[src/rtl/regfile_write_queue.sv]
// regfile_write_queue: buffers late register results and drains them into the
// register file write port whenever primary writeback leaves it free.
module regfile_write_queue #(
  parameter int DEPTH = 4,
  parameter int AW    = 5,
  parameter int DW    = 32
) (
  input  logic          i_clk,
  input  logic          i_rst_n,
  input  logic          i_in_valid,
  output logic          o_in_ready,
  input  logic [AW-1:0] i_in_reg,
  input  logic [DW-1:0] i_in_data,
  input  logic          i_port_busy,
  output logic [AW-1:0] o_w,
  output logic [DW-1:0] o_din,
  output logic          o_we,
  input  logic [AW-1:0] i_query_reg1,
  input  logic [AW-1:0] i_query_reg2,
  output logic          o_pending1,
  output logic          o_pending2,
  output logic [AW-1:0] o_count
);
  localparam int PW = $clog2(DEPTH);

  logic [AW-1:0]    r_reg  [DEPTH];
  logic [DW-1:0]    r_data [DEPTH];
  logic [DEPTH-1:0] r_valid;
  logic [PW-1:0]    r_rd, r_wr;
  logic [AW-1:0]    r_count;
  logic             w_pop, w_push;

  assign w_pop      = (r_count != '0) & ~i_port_busy;
  assign o_in_ready = (r_count < AW'(DEPTH)) | w_pop;
  // Writes to r0 are acknowledged but dropped: r0 is hardwired zero.
  assign w_push     = i_in_valid & o_in_ready & (i_in_reg != '0);
  assign o_we       = w_pop;
  assign o_w        = r_reg[r_rd];
  assign o_din      = r_data[r_rd];
  assign o_count    = r_count;

  always_comb begin
    o_pending1 = 1'b0;
    o_pending2 = 1'b0;
    for (int i = 0; i < DEPTH; i++) begin
      o_pending1 = o_pending1 | (r_valid[i] & (r_reg[i] == i_query_reg1));
      o_pending2 = o_pending2 | (r_valid[i] & (r_reg[i] == i_query_reg2));
    end
    o_pending1 = o_pending1 & (i_query_reg1 != '0);
    o_pending2 = o_pending2 & (i_query_reg2 != '0);
  end

  always_ff @(posedge i_clk or negedge i_rst_n) begin
    if (!i_rst_n) begin
      r_rd    <= '0;
      r_wr    <= '0;
      r_count <= '0;
      r_valid <= '0;
    end else begin
      if (w_pop) begin
        r_valid[r_rd] <= 1'b0;
        r_rd          <= r_rd + PW'(1);
      end
      // Set after clear so a full-queue push+pop on the same slot stays valid.
      if (w_push) begin
        r_valid[r_wr] <= 1'b1;
        r_wr          <= r_wr + PW'(1);
      end
      r_count <= r_count + AW'(w_push) - AW'(w_pop);
    end
  end

  always_ff @(posedge i_clk) begin
    if (w_push) begin
      r_reg[r_wr]  <= i_in_reg;
      r_data[r_wr] <= i_in_data;
    end
  end
endmodule

[config.mk]
export PLATFORM = sky130hd
export DESIGN_NAME = regfile_write_queue
export DESIGN_NICKNAME = d
export VERILOG_FILES = /design/src/rtl/regfile_write_queue.sv
export SDC_FILE = /design/constraint.sdc
export NUM_CORES = 1
export LEC_CHECK = 0
export BUFFER_PORTS_ARGS = -buffer_cell sky130_fd_sc_hd__buf_2
export CORE_MARGIN = 5
export CORE_UTILIZATION = 50
export CTS_CLUSTER_DIAMETER = 60
export CTS_CLUSTER_SIZE = 12
export DETAILED_ROUTE_END_ITERATION = 6
export GPL_TIMING_DRIVEN = 0
export HOLD_SLACK_MARGIN = 0.02
export PLACE_DENSITY = 0.77
export SETUP_SLACK_MARGIN = 0.05
export SYNTH_ARGS = -nofsm -noshare
export SYNTH_HDL_FRONTEND = slang
export SYNTH_SLANG_ARGS = --single-unit
[constraint.sdc]
create_clock -name i_clk -period 3.5 [get_ports i_clk]
set_clock_uncertainty 0.1 [all_clocks]
set_input_delay 0.525 -clock i_clk [delete_from_list [all_inputs] [get_ports i_clk]]
set_output_delay 0.525 -clock i_clk [all_outputs]
set_load 0.03 [all_outputs]
==> results.txt <==
Critical Path RT - 3.69 ns
Unique masters post-synth - 30
Core ar. - 13100 µm²
Final Cycle Share - 88.1%
worst-margin pin slew - 0.667 ns
PD cells - 872 nW/µm²
Vias per Instance - 5.27
Critical Path AT - 3.28 ns
CP max stage cell - dfrtp_1
die extent in x - 125 µm
CTS resizes - 0
Wirelength per Cell - 19.7 µm
Setup crit end kind - flip-flop
RePlAce Congestion - 0.886
nets - 520
first-pass GRT wire length - 20500 µm
synthesized area - 6670 µm²
die area - 15700 µm²
CTS buffer count - 17
Worst Reg2Reg Path Length in Cells - 17
top cell type by total area after synthesis - edfxtp_1
CTS Buffer Depth - 2
Lkg Pwr - 2.93 nW
Levels on crit path - 17
CP bufs+invs - 6
MaxCap Viol Count - 0
total track usage - 17.1%
HP Class - input port to flip-flop
Seq pwr share - 37.0%
crit path launch - o_count[2]$_DFF_PN0_
clock power share - 28.0%
reg2reg end - o_count[4]$_DFF_PN0_
ys async rst share - 8.07%
Finish-stage setup viols - 0
Seq/Total Area, Yosys - 71.5%
Gate power share - 35.0%
layout cells sized above 1 - 36.7%
row count - 42
Clock Sink Count - 161
Synth-to-Final Area Change - 21.1%
crit-path max FO - 10
switching portion of total power - 33.8%
worst skew pair latency - 0.41 ns
number of flops mapped to enable cells by yosys - 148
Crit path max-delay family - adder cells
status - complete, no violations
Ant. Diodes - 0
initial antenna violation count - 0
max_slew headroom - 55.5%
worst path cell trace - inv_1 -> ha_1 -> a31oi_4 -> a21o_1 -> o311a_1 -> buf_6 -> inv_1 -> ha_1 -> inv_1 -> ha_1 -> inv_1 -> fa_1 -> inv_1 -> a21oi_1 -> nor2_1 -> nor2_1 -> xor2_1
Int Pwr - 4.66 mW
R2R setup slack - 0.42 ns
final hold violation count - 0
via count of the first global-routing pass - 3753
Starting DRT DRC Count - 271
Routed WL - 12600 µm
H-tree depth - 4
Slew Viols, Final - 0
Place WS - 0.251 ns
Final WS setup - 0.417 ns
Synthesis Warnings - 0
pin count of the biggest net entering global routing - 22
final antenna-violating net count - 0
FF-to-FF Start - o_count[2]$_DFF_PN0_
hpwl dp - 8570 µm
Largest stage delay, worst path - 0.39 ns
syn_area_per_cell - 19.6 µm²
Synth Flop Type - edfxtp_1
Pwr Total - 7.04 mW
Syn Inst Count - 341
setup TNS - 0 ns
Starting Density - 50.8%
unrepaired setup endpoints after global routing - no
fmax - 324 MHz
GR Overflow Total - 0
# fillers - 990
Worst Setup Start Kind - flip-flop
Clock Pin Slew Worst Setup and Hold Paths - 0.06 ns
Initial DRT Pass Iterations - 4
via total after detailed routing - 3368
crit path to - o_count[4]$_DFF_PN0_
TritonCTS clock tree - built
ranking of synthesized cells by area - edfxtp_1 67%, mux4_2 12%, dfrtp_1 4.9%, xor2_1 4.5%, ha_1 3.0%
Tmin final - 3.08 ns
number of port buffers - 86
most used cell, CP - inv_1
Residual DRC - 0
total nets after synthesis - 409
root buf cell - clkbuf_16
switching pwr - 2.38 mW
Boundary Pins - 97
Synth top area share - 66.6%
Crit Path Category - flip-flop to flip-flop
Die Y - 125 µm
Worst VDD drop - 0.537 mV
synthesized flop and latch total - 161
max reg flops - 128
power groups by stage:
stage               registers (mW)  logic [mW]  clock network, mW
floorplan                     2.67        1.74                  0
global placement              2.64        2.41                  0
detailed placement            2.65        2.50                  0
CTS                           2.61        2.52               2.01
global route                  2.64        2.65               2.11
finish                        2.61        2.46               1.97
synthesized netlist by cell type, types with 2 or more instances:
cell / count
buf_2: 4
a21oi_1: 2
nor4_1: 8
xor2_1: 34
nand2_1: 6
dfrtp_1: 13
mux4_2: 37
or4_1: 2
xnor2_1: 11
a21o_1: 2
o21a_1: 2
a22o_1: 4
edfxtp_1: 148
nand4_1: 2
clkbuf_1: 11
ha_1: 16
inv_1: 14
buf_4: 2
nand3_1: 8
and2_1: 4
nor2_1: 2
how the worst min path moves through the flow:
stage | startpoint | endpoint | slack (ns) | depth (start not counted)
floorplan | i_rst_n | o_count[0]$_DFF_PN0_ | 0.13 | 0
CTS | i_in_data[23] | r_data[0][23]$_DFFE_PP_ | 0.20 | 1
global placement | i_rst_n | o_count[0]$_DFF_PN0_ | 0.33 | 1
detailed placement | i_rst_n | o_count[0]$_DFF_PN0_ | 0.33 | 1
global route | i_in_data[16] | r_data[1][16]$_DFFE_PP_ | 0.20 | 1
finish | i_in_data[16] | r_data[0][16]$_DFFE_PP_ | 0.22 | 1
layer usage:
metal  routed length [µm]  global-route usage, %
met2                 6400                   28.2
met1                 5400                   21.7
met4                  114                   5.36
met5                    0                      0
met3                  668                   5.67
cell usage in the layout, fill, tap and decap left out, types with 2 or more instances in the layout:
master        n
a21o_1        2
a21oi_1       2
a22o_1        4
and2_2        4
buf_12        2
buf_16        2
buf_2        90
buf_4         3
bufinv_16     5
clkbuf_1     11
clkbuf_16    17
clkinvlp_4    4
dfrtp_1      13
edfxtp_1    148
ha_1         16
inv_1        14
inv_6         3
mux4_2       37
nand2_1       6
nand3_1       8
nand4_1       2
nor2_1        2
nor4_1        8
o21a_1        2
or4_1         2
xnor2_1      11
xor2_1       34
cell families (layout without fill, tap and decap cells):
family,count (synthesis),count (layout),share of synthesized area (%)
adder cells (fa/ha/maj),17,17,3.30
flip-flops,161,161,71.5
AND/OR/NAND/NOR,34,34,2.78
multiplexers,38,38,12.7
XOR/XNOR,45,45,5.91
buffers and inverters,33,155,2.16
AO/OA/AOI/OAI,13,13,1.67
stage by stage:
step	std cells	hold WS (ns)	util, %	area [µm²]
3_5_place_dp	607	0.331	56.5	7420
5_1_grt	639	0.201	61.4	8070
6_report	639	0.219	61.4	8070
3_3_place_gp	603	0.327	55.7	7320
4_1_cts	638	0.200	61.4	8070
2_1_floorplan	341	0.129	-	6670
area by class of cell:
cell class / count / area, µm² / share of cell area, %
Buffer: 19 / 91.3 / 1.13
Sequential cell: 161 / 4770 / 59.1
Timing Repair Buffer: 92 / 543 / 6.73
Clock buffer: 17 / 425 / 5.27
Clock inverter: 13 / 210 / 2.60
Inverter: 14 / 52.6 / 0.651
Multi-Input combinational cell: 147 / 1760 / 21.8
Tap cell: 176 / 220 / 2.73
what timing repair did:
| item | 4_1_cts | 5_1_grt |
|---|---|---|
| setup buffers | 0 | 1 |
| hold buffers | 1 | 0 |
| endpoints found under the setup margin | 0 | 1 |
| hold endpoints to repair | 13 | 0 |
(Power assumes the default switching activity.)
